==> src/rtl/multicycle_control_pkg.sv <==
// Shared state encodings, opcodes and ALU codes
// for the multicycle RV32 control unit.
package multicycle_control_pkg;

  typedef enum logic [3:0] {
    FETCH     = 4'd0,
    DECODE    = 4'd1,
    MEM_ADDR  = 4'd2,
    MEM_READ  = 4'd3,
    MEM_WB    = 4'd4,
    MEM_WRITE = 4'd5,
    EXEC_R    = 4'd6,
    EXEC_I    = 4'd7,
    ALU_WB    = 4'd8,
    BRANCH    = 4'd9,
    PC_INC    = 4'd10,
    HALT      = 4'd11
  } state_t;

  localparam logic [6:0] OP_LW  = 7'b0000011;
  localparam logic [6:0] OP_SW  = 7'b0100011;
  localparam logic [6:0] OP_R   = 7'b0110011;
  localparam logic [6:0] OP_I   = 7'b0010011;
  localparam logic [6:0] OP_BEQ = 7'b1100011;

  localparam logic [3:0] ALU_AND = 4'b0000;
  localparam logic [3:0] ALU_OR  = 4'b0001;
  localparam logic [3:0] ALU_ADD = 4'b0010;
  localparam logic [3:0] ALU_SUB = 4'b0110;

  localparam logic [1:0] SRCB_B   = 2'b00;
  localparam logic [1:0] SRCB_4   = 2'b01;
  localparam logic [1:0] SRCB_IMM = 2'b10;

endpackage

==> src/rtl/multicycle_control_alu_control.sv <==
// funct3/funct7_5 to ALU operation code.
// r_type=0 masks funct7_5 so addi never becomes SUB.
module alu_control
  import multicycle_control_pkg::*;
(
  input  logic [2:0] funct3,
  input  logic       funct7_5,
  input  logic       r_type,
  output logic [3:0] alu_code
);

  always_comb begin
    alu_code = ALU_ADD;
    unique case (1'b1)
      funct3 == 3'b111: alu_code = ALU_AND;
      funct3 == 3'b110: alu_code = ALU_OR;
      funct3 == 3'b000: alu_code = (r_type && funct7_5) ? ALU_SUB : ALU_ADD;
      default:          alu_code = ALU_ADD;
    endcase
  end

endmodule

==> src/rtl/multicycle_control.sv <==
// Multicycle RV32 control FSM: one control vector per cycle,
// PC updated in each instruction's last state.
module multicycle_control
  import multicycle_control_pkg::*;
#(
  parameter int STATE_W        = 4,
  parameter bit ILLEGAL_AS_NOP = 1'b1
) (
  input  logic               clk,
  input  logic               reset_n,
  input  logic [6:0]         opcode,
  input  logic [2:0]         funct3,
  input  logic               funct7_5,
  input  logic               zero,
  output logic               PCWrite,
  output logic               IorD,
  output logic               MemRead,
  output logic               MemWrite,
  output logic               IRWrite,
  output logic               MemtoReg,
  output logic               RegWrite,
  output logic               ALUSrcA,
  output logic [1:0]         ALUSrcB,
  output logic               PCSource,
  output logic [3:0]         ALUControl,
  output logic [STATE_W-1:0] state_o,
  output logic               instr_done
);

  state_t     state, state_n;
  logic       pc_wr, iord, mem_rd, mem_wr, ir_wr;
  logic       m2r, reg_wr, src_a, pc_src, done;
  logic [1:0] src_b;
  logic [3:0] alu_ctl, alu_fn;

  alu_control u_alu_control (
    .funct3   (funct3),
    .funct7_5 (funct7_5),
    .r_type   (state == EXEC_R),
    .alu_code (alu_fn)
  );

  always_ff @(posedge clk or negedge reset_n) begin
    if (!reset_n) state <= FETCH;
    else          state <= state_n;
  end

  always_comb begin
    state_n = state;
    unique case (state)
      FETCH:  state_n = DECODE;
      DECODE: begin
        unique case (opcode)
          OP_LW, OP_SW: state_n = MEM_ADDR;
          OP_R:         state_n = EXEC_R;
          OP_I:         state_n = EXEC_I;
          OP_BEQ:       state_n = BRANCH;
          default:      state_n = ILLEGAL_AS_NOP ? PC_INC : HALT;
        endcase
      end
      MEM_ADDR:  state_n = (opcode == OP_LW) ? MEM_READ : MEM_WRITE;
      MEM_READ:  state_n = MEM_WB;
      MEM_WB:    state_n = FETCH;
      MEM_WRITE: state_n = FETCH;
      EXEC_R:    state_n = ALU_WB;
      EXEC_I:    state_n = ALU_WB;
      ALU_WB:    state_n = FETCH;
      BRANCH:    state_n = zero ? FETCH : PC_INC;
      PC_INC:    state_n = FETCH;
      HALT:      state_n = HALT;
      default:   state_n = FETCH;
    endcase
  end

  always_comb begin
    pc_wr   = 1'b0;
    iord    = 1'b0;
    mem_rd  = 1'b0;
    mem_wr  = 1'b0;
    ir_wr   = 1'b0;
    m2r     = 1'b0;
    reg_wr  = 1'b0;
    src_a   = 1'b0;
    src_b   = SRCB_B;
    pc_src  = 1'b0;
    alu_ctl = ALU_ADD;
    done    = 1'b0;
    unique case (state)
      FETCH: begin
        mem_rd = 1'b1;
        ir_wr  = 1'b1;
      end
      DECODE: src_b = SRCB_IMM;
      MEM_ADDR: begin
        src_a = 1'b1;
        src_b = SRCB_IMM;
      end
      MEM_READ: begin
        iord   = 1'b1;
        mem_rd = 1'b1;
      end
      MEM_WB: begin
        m2r    = 1'b1;
        reg_wr = 1'b1;
        src_b  = SRCB_4;
        pc_wr  = 1'b1;
        done   = 1'b1;
      end
      MEM_WRITE: begin
        iord   = 1'b1;
        mem_wr = 1'b1;
        src_b  = SRCB_4;
        pc_wr  = 1'b1;
        done   = 1'b1;
      end
      EXEC_R: begin
        src_a   = 1'b1;
        alu_ctl = alu_fn;
      end
      EXEC_I: begin
        src_a   = 1'b1;
        src_b   = SRCB_IMM;
        alu_ctl = alu_fn;
      end
      ALU_WB: begin
        reg_wr = 1'b1;
        src_b  = SRCB_4;
        pc_wr  = 1'b1;
        done   = 1'b1;
      end
      // Branch target was parked in ALUOut during DECODE
      BRANCH: begin
        src_a   = 1'b1;
        alu_ctl = ALU_SUB;
        pc_src  = 1'b1;
        pc_wr   = zero;
        done    = zero;
      end
      PC_INC: begin
        src_b = SRCB_4;
        pc_wr = 1'b1;
        done  = 1'b1;
      end
      HALT:    alu_ctl = ALU_AND;
      default: alu_ctl = ALU_ADD;
    endcase
  end

  // Reset masks every strobe, including the fetch reads
  assign PCWrite    = reset_n & pc_wr;
  assign IorD       = reset_n & iord;
  assign MemRead    = reset_n & mem_rd;
  assign MemWrite   = reset_n & mem_wr;
  assign IRWrite    = reset_n & ir_wr;
  assign MemtoReg   = reset_n & m2r;
  assign RegWrite   = reset_n & reg_wr;
  assign ALUSrcA    = reset_n & src_a;
  assign ALUSrcB    = reset_n ? src_b : 2'b00;
  assign PCSource   = reset_n & pc_src;
  assign ALUControl = reset_n ? alu_ctl : 4'b0000;
  assign instr_done = reset_n & done;
  assign state_o    = reset_n ? STATE_W'(state) : STATE_W'(FETCH);

endmodule

==> config.mk <==
export PLATFORM = sky130hd
export DESIGN_NAME = multicycle_control
export DESIGN_NICKNAME = d
export VERILOG_FILES = /design/src/rtl/multicycle_control_pkg.sv /design/src/rtl/multicycle_control_alu_control.sv /design/src/rtl/multicycle_control.sv
export SDC_FILE = /design/constraint.sdc
export NUM_CORES = 1
export LEC_CHECK = 0
export CAP_MARGIN = 20
export CORE_MARGIN = 2
export CORE_UTILIZATION = 37
export DETAILED_ROUTE_END_ITERATION = 10
export PLACE_DENSITY_LB_ADDON = 0.3
export SKIP_CTS_REPAIR_TIMING = 1
export SYNTH_ARGS = -nofsm -noshare
export SYNTH_HDL_FRONTEND = slang
export SYNTH_SLANG_ARGS = --single-unit
==> constraint.sdc <==
create_clock -name clk -period 1.6 [get_ports clk]
set_input_delay 0.32 -clock clk [delete_from_list [all_inputs] [get_ports clk]]
set_output_delay 0.32 -clock clk [all_outputs]
set_load 0.01 [all_outputs]
Word level (Yosys, flattened, before mapping):

Cells that the tools add are included.
W data, S select, Z words.

* order comparisons: 0
* $add $sub $neg: 0
* equal/unequal tests: 18
* bitwise logic cells: 9
* shift-type cells: 0
* divide/modulo/power cells: 0
* multiply operators: 0
* reduce and logical (&&, ||, !) cells: 11
* muxes and demuxes: 20

Operators by type and width (count)
* $pmux W4 S7: 1
* $pmux W4 S3: 2
* $eq A4 B3 Y1 const B: 4
* $eq A4 B4 Y1 const B: 4
* $pmux W4 S4: 1
* $eq A7 B6 Y1 const B: 2
* $mux W4: 3
* $reduce_or A2 Y1: 5
* $and A1 B1 Y1: 9
* $eq A4 B2 Y1 const B: 2
* $mux W1: 8
* $reduce_or A4 Y1: 2
* $eq A7 B2 Y1 const B: 1
* $eq A7 B5 Y1 const B: 1
* $eq A7 B7 Y1 const B: 1
* $eq A3 B3 Y1 const B: 2
* $mux W3: 2
* $eq A4 B1 Y1 const B: 1
* $logic_not A4 Y1: 1
* $pmux W2 S2: 1
* $logic_not A3 Y1: 1
* $reduce_or A3 Y1: 1
* $mux W2: 1
* $pmux W1 S2: 1
* $logic_and A1 B1 Y1: 1

* bits in writable memories: 0
* flip-flop bits (word level): 4
* input bits: 14
* word-level logic and storage cells: 59
* memory bits (read-only): 0
* memories: 0
* output and inout port bits: 20
* latch bits: 0

Longest topological paths before layout:

Gate-level depths: netlist of run 1.

* depth after elaboration: 6
* gate-level depth with buffers: 5
* gate-level depth less buffers: 3

Cells and area by module:

From an unflattened synthesis of run 1, not the netlist that was laid out.

* cells, all modules: 78
* area total of the unflattened synthesis: 556.8 µm²

Modules (own cells, without submodules)
* multicycle_control: seq. area each 100.1 µm², times used 1, cells each 72, area each 521.8 µm²
* alu_control: seq. area each 0.0 µm², times used 1, cells each 6, area each 35.0 µm²

Worst setup path after synthesis of run 1:

Ideal clock, no wire load.

* path type: register to output
* start: register state[2]
* end: output port instr_done
* required time: 1.280 ns
* slack: 0.084 ns
* buffers on the path: 2
* arrival time: 1.196 ns
* cell stages (with the launch flop): 6
* cells stage by stage: dfrtp_1 -> buf_4 -> nand2b_4 -> nor2_2 -> a22o_1 -> buf_4

* cells in the longest elaborated chain, start to end: 4
* elaborated cells on any way between the ends: 8
* those cells by class: 5 x eq/ne; 1 x mux; 1 x bitwise; 1 x reduce/logical

Ends and longest elaborated chain
* start: declaration: RTL line multicycle_control.sv:30 `state_t state, state_n;`
* start signal: assignment: RTL line multicycle_control.sv:45 `else state <= state_n;`
* $eq A4 B4 Y1 or $eq A4 B3 Y1 (tied branches)
* $reduce_or A4 Y1 (no source line)
* $pmux W1 S2 *
* $and A1 B1 Y1 *
* end: declaration: RTL line multicycle_control.sv:27 `output logic instr_done`

Mark *: on every way between the ends. The rest lies on a longest branch, timed or not.

Worst setup path after layout of run 1:

* start: register state[0]
* end: output port ALUSrcA

* cells in the longest elaborated chain, start to end: 4
* elaborated cells on any way between the ends: 7
* those cells by class: 4 x eq/ne; 1 x mux; 1 x bitwise; 1 x reduce/logical

Ends and longest elaborated chain
* $eq A4 B4 Y1, or another cell as far along: RTL line multicycle_control.sv:88 `unique case (state)`
* $reduce_or A4 Y1 (no source line) *
* $mux W1 *: RTL line multicycle_control.sv:88
* $and A1 B1 Y1 *: RTL line multicycle_control.sv:157 `assign ALUSrcA = reset_n & src_a;`
* end: declaration: RTL line multicycle_control.sv:22 `output logic ALUSrcA,`

Marked as above.

==> results of run 1 <==
-- worst max path at each step --
| stage | startpoint | end | cells after the start | slack (ns) |
|---|---|---|---|---|
| finish | state[0] | ALUSrcA | 5 | -0.12 |
| global route | state[1] | PCWrite | 5 | -0.18 |
| CTS | reset_n | ALUControl[2] | 6 | -0.58 |
| detailed placement | reset_n | ALUControl[2] | 6 | -0.57 |
| global placement | reset_n | ALUControl[2] | 6 | -0.54 |
| floorplan | state[2] | instr_done | 5 | 0.08 |
-- final cells by class --
type | count | area (um2)
clock buffers | 3 | 22.5
fillers | 93 | 285
inverters | 1 | 3.75
multi-input cells | 61 | 509
flip-flops and latches | 4 | 103
well taps | 16 | 20.0
repair buffers | 62 | 546
-- power groups by stage --
stage / combinational [W] / sequential [W] / clock, W
6_report: 0.0000749 / 0.000102 / 0.000120
5_1_grt: 0.0000807 / 0.000102 / 0.000137
4_1_cts: 0.0000734 / 0.000102 / 0.000125
3_5_place_dp: 0.0000727 / 0.000103 / 0
3_3_place_gp: 0.0000715 / 0.000103 / 0
2_1_floorplan: 0.0000183 / 0.000103 / 0
-- cells by family after synthesis --
group,Yosys count
other,1
multiplexers,1
AO/OA/AOI/OAI,16
buffers and inverters,8
XOR/XNOR,2
AND/OR/NAND/NOR,41
flip-flops,4
-- worst max-delay path, cell delays in order, from the launching register on --
cell     delay, ns
dfrtp_2       0.45
buf_12        0.16
nor2b_1       0.14
nor3_1        0.15
o21a_1        0.15
buf_2         0.13
-- layer usage --
metal | vias to the layer above | GRT usage | part of all wire
met2 | 31 | 0.376 | 0.54
li1 | 375 | - | -
met5 | - | 0 | 0
met4 | 0 | 0.0727 | 0.013
met1 | 349 | 0.210 | 0.38
met3 | 4 | 0.0208 | 0.063
-- cell usage after synthesis (3+ instances only) --
library cell,count,area (um2)
and2_1,6,37.5
nor2_1,6,22.5
nand2_1,5,18.8
nor3_1,5,25.0
buf_4,4,30.0
dfrtp_1,4,100
a21oi_1,3,15.0
nor2b_1,3,18.8
o21a_1,3,22.5
-- metrics by stage --
step	cells	setup slack, ns	utilization	hold WS, ns	total power, W
after floorplan	73	0.0837	-	0.0244	0.000121
after global placement	136	-0.542	0.702	0.612	0.000175
after detailed placement	136	-0.567	0.702	0.632	0.000176
after CTS	139	-0.577	0.717	0.409	0.000300
after global routing	147	-0.176	0.808	0.0944	0.000319
final	147	-0.123	0.808	0.0705	0.000297
==> flow_summary.json, run 1 <==
{
  "max_freq_ghz": 0.580,
  "synth_fa_ha_area_frac": 0,
  "avgSynthCellArea_um2": 8.00,
  "clock_sinks": 4,
  "synth_top_family_by_area": "simple AND/OR/NAND/NOR gates",
  "grt_pass1_wl_um": 2810,
  "dr.pass1.iters": 6,
  "yosysWarnings": 0,
  "worstRegToRegCells": 6,
  "seq_area_frac_synth": 0.171,
  "dp_hpwl_um": 1390,
  "largest_register_ffs": 4,
  "syn_to_final_growth_pct": 106,
  "initial_utilization": 0.392,
  "final_nets": 147,
  "clock_skew_ns": 0.00653,
  "numCtsBuffers": 3,
  "core-area_um2": 1490,
  "portBuffers": 32,
  "fin_setup_tns_ns": -0.844,
  "cp.arrival_ns": 1.40,
  "ir_worst_vdd_v": 0.000399,
  "synth_cell_types": 36,
  "ys_ff_latch": 4,
  "timing.rr.end": "state[1]",
  "hold_viol_final": 0,
  "h-tree-depth": 1,
  "synth_xor_area_frac": 0.0300,
  "vias": 759,
  "holdCritPathClass": "in -> async",
  "critical_path.endpoint_type": "primary output",
  "synth-compound-area-share": 0.208,
  "drtIter0Drc": 8,
  "fin_area_um2": 1200,
  "yosys.area_share.simple": 0.463,
  "critPathKind": "reg -> out",
  "status": "finished with violations",
  "r2r_slack_ns": 0.19,
  "cts_tree": "done",
  "synth.net_count": 87,
  "power.net_switching_w": 0.0000635,
  "drv_cap": 0,
  "critPathLaunchType": "register",
  "sw_frac_of_total": 0.214,
  "routed_wl_um": 2080,
  "fin_crit_sh": 1.08,
  "worstPathMaxFanout": 8,
  "cts_root_buf": "clkbuf_4",
  "power.density_nw_per_um2": 247,
  "ys_async_sr_fraction": 1.00,
  "regMostFlops": "state",
  "final_cell_mix": "18 x buf_4, 14 x buf_2, 10 x clkdlybuf4s50_1, 10 x buf_6, 7 x dlymetal6s2s_1",
  "grt_antenna_before_repair": 0,
  "violations": "negative setup slack",
  "post_drt_wl_per_cell_um": 14.2,
  "diodes": 0,
  "globalplace.congestion": 0.755,
  "grt_pass1_vias": 685,
  "p_int_w": 0.000233,
  "die_h_um": 43.7,
  "synth_cells": 73,
  "rows": 14,
  "ant_nets": 0,
  "ios": 34,
  "die_area_um2": 1910,
  "synth-main-ff-cell": "dfrtp_1",
  "pwr-share-clk": 0.405,
  "reg2reg_from": "state[2]",
  "period_minus_slack_ns": 1.72,
  "reg.largest.list": "state: 4 flops",
  "grt_max_degree": 9,
  "route.detailed.drc": 0,
  "drv_slew": 0,
  "combPwrFrac": 0.252,
  "synthesis.area_um2": 584,
  "drive_above_1_share": 0.557,
  "via_per_inst": 5.16,
  "place_area_um2": 1040,
  "rsz0062_at_grt": "true",
  "cp_data_required_time_ns": 1.28,
  "insertion_delay_ns": 0.23,
  "setup_viol": 11,
  "synth_edf_count": 0,
  "final_common_cell": "buf_4",
  "grt_util_all_layers": 0.194,
  "overflow": 0,
  "p_leak_nw": 0.648,
  "synthMuxAreaShare": 0.0171,
  "die_x_um": 43.7,
  "clock_path_buffers": 2,
  "postLayoutSetupSlackWorst_ns": -0.123,
  "clk_pin_slew_ns": 0.04,
  "pwr-share-seq": 0.343
}
Note: power is estimated with default switching activity, not from simulation.
==> run 2, diff against run 1 <==
--- a/config.mk
+++ b/config.mk
@@ -6,11 +6,13 @@
 export NUM_CORES = 1
 export LEC_CHECK = 0
 export CAP_MARGIN = 20
+export CORE_ASPECT_RATIO = 1.25
 export CORE_MARGIN = 2
-export CORE_UTILIZATION = 37
+export CORE_UTILIZATION = 33
 export DETAILED_ROUTE_END_ITERATION = 10
 export PLACE_DENSITY_LB_ADDON = 0.3
 export SKIP_CTS_REPAIR_TIMING = 1
+export SLEW_MARGIN = 25
 export SYNTH_ARGS = -nofsm -noshare
 export SYNTH_HDL_FRONTEND = slang
 export SYNTH_SLANG_ARGS = --single-unit
==> constraint.sdc (replaced) <==
create_clock -name clk -period 1.48 [get_ports clk]
set_input_delay 0.296 -clock clk [delete_from_list [all_inputs] [get_ports clk]]
set_output_delay 0.296 -clock clk [all_outputs]
set_load 0.01 [all_outputs]
==> run 2 against run 1 <==
Net effect: the flow still finishes with violations (negative setup slack); highest routed layer unchanged; power grew 9.1%; global-route usage down 4.8 points; clock power increased by 10%; clock-buffer cell count stayed put; cell area fell by 3.5%; combinational power rose by 9.2%; sequential share of layout area rose by 0.31 points; final cell count rose by 0.68%; critical path depth unchanged; critical path type unchanged; first-iteration DRC count did not move.
==> flow_summary.json, run 2 (synthesis gave the netlist of run 1 again) <==
{
  "power.net_switching_w": 0.0000708,
  "clock_skew_ns": 0.00559,
  "core-area_um2": 1720,
  "timing.rr.end": "state[1]",
  "rows": 17,
  "ios": 34,
  "final_nets": 145,
  "fin_setup_tns_ns": -2.08,
  "clk_pin_slew_ns": 0.04,
  "die_area_um2": 2130,
  "period_minus_slack_ns": 1.70,
  "drv_cap": 0,
  "routed_wl_um": 1760,
  "fillers": 138,
  "clock_path_buffers": 2,
  "drv_slew": 0,
  "sw_frac_of_total": 0.219,
  "cts_root_buf": "clkbuf_4",
  "drive_above_1_share": 0.488,
  "numCtsBuffers": 3,
  "clock_sinks": 4,
  "setup_viol": 15,
  "totalPowerFinal_w": 0.000324,
  "grt_pass1_vias": 653,
  "cp.arrival_ns": 1.40,
  "reg2reg_from": "state[2]",
  "globalplace.congestion": 0.784,
  "p_leak_nw": 0.607,
  "initial_utilization": 0.339,
  "vias": 731,
  "violations": "negative setup slack",
  "dr.pass1.iters": 4,
  "worstRegToRegCells": 6,
  "hold_viol_final": 0,
  "pwr-share-seq": 0.340,
  "die_x_um": 41.6,
  "critical_path.endpoint_type": "primary output",
  "cp_data_required_time_ns": 1.18,
  "reg.largest.list": "state: 4 flops",
  "place_ws_ns": -0.649,
  "grt_util_all_layers": 0.146,
  "combPwrFrac": 0.252,
  "regArea_um2": 103,
  "status": "finished with violations",
  "critPathLaunchType": "register",
  "largest_register_ffs": 4,
  "final_cell_mix": "20 x buf_4, 12 x clkdlybuf4s50_1, 11 x buf_2",
  "ant_nets": 0,
  "via_per_inst": 4.94,
  "regMostFlops": "state",
  "grt_antenna_before_repair": 0,
  "pwr-share-clk": 0.408,
  "ir_worst_vdd_v": 0.000537,
  "cts_tree": "done",
  "power.density_nw_per_um2": 279,
  "portBuffers": 32,
  "h-tree-depth": 1,
  "fin_crit_sh": 1.15,
  "diodes": 0,
  "r2r_slack_ns": 0.08,
  "multi_input_area_um2": 488,
  "postLayoutSetupSlackWorst_ns": -0.219,
  "holdCritPathClass": "in -> async",
  "grt_pass1_wl_um": 2490,
  "final_common_cell": "buf_4",
  "dp_hpwl_um": 1310,
  "rsz0062_at_grt": "true",
  "post_drt_wl_per_cell_um": 11.9,
  "insertion_delay_ns": 0.23,
  "grt_max_degree": 12,
  "worstPathMaxFanout": 6,
  "die_h_um": 51.0,
  "max_freq_ghz": 0.589,
  "p_int_w": 0.000253,
  "critPathKind": "reg -> out",
  "overflow": 0,
  "drtIter0Drc": 8,
  "syn_to_final_growth_pct": 98.7,
  "route.detailed.drc": 0
}
==> run 2: changes by cell type in the layout (fill, tap and decap cells not counted), moves of 2 or more <==
cell | previous run | this run
xnor2_2 | 2 | 0
nand2_4 | 2 | 0
xnor2_1 | 0 | 2
buf_4 | 18 | 20
nand2_1 | 1 | 3
nor2_1 | 3 | 5
buf_2 | 14 | 11
buf_6 | 10 | 8
clkdlybuf4s50_1 | 10 | 12
==> run 2: area by class of cell <==
class,count,area share
inverters,1,0.00323
multi-input cells,61,0.420
flip-flops and latches,4,0.0884
clock buffers,3,0.0194
well taps,19,0.0205
repair buffers,60,0.448
==> run 2: power by group through the flow <==
| stage | Clock [W] | Combinational, W | Sequential (W) |
|---|---|---|---|
| floorplan | 0 | 0.0000199 | 0.000111 |
| detailed placement | 0 | 0.0000790 | 0.000111 |
| global placement | 0 | 0.0000775 | 0.000111 |
| global route | 0.000152 | 0.0000889 | 0.000110 |
| finish | 0.000132 | 0.0000818 | 0.000110 |
| CTS | 0.000137 | 0.0000794 | 0.000110 |
==> run 2: metrics by stage <==
stage / hold WS [ns] / instances / cell area, um2 / utilization
2_1_floorplan: 0.000409 / 73 / 589 / -
5_1_grt: 0.101 / 148 / 1160 / 0.674
3_3_place_gp: 0.632 / 137 / 1040 / 0.603
4_1_cts: 0.451 / 140 / 1060 / 0.616
6_report: 0.0812 / 148 / 1160 / 0.674
3_5_place_dp: 0.647 / 137 / 1040 / 0.603
==> run 2: worst max-delay path by stage <==
stage	start	end
after CTS	reset_n	ALUControl[2]
after floorplan	state[3]	instr_done
after detailed placement	reset_n	PCWrite
after global placement	reset_n	ALUControl[2]
after global routing	state[1]	instr_done
final	state[0]	ALUSrcA
==> run 2: critical path, stage by stage (launching register included) <==
cell     delay, ns
dfrtp_2       0.45
buf_4         0.15
nor2b_1       0.13
nor3_1        0.19
o21a_1        0.13
buf_2         0.12
==> run 2: layer usage <==
metal	GRT usage	share of wire	up-vias
met4	0.0484	0.011	0
met1	0.146	0.39	335
li1	-	-	371
met3	0.0141	0.039	2
met2	0.305	0.56	23
met5	0	0	-
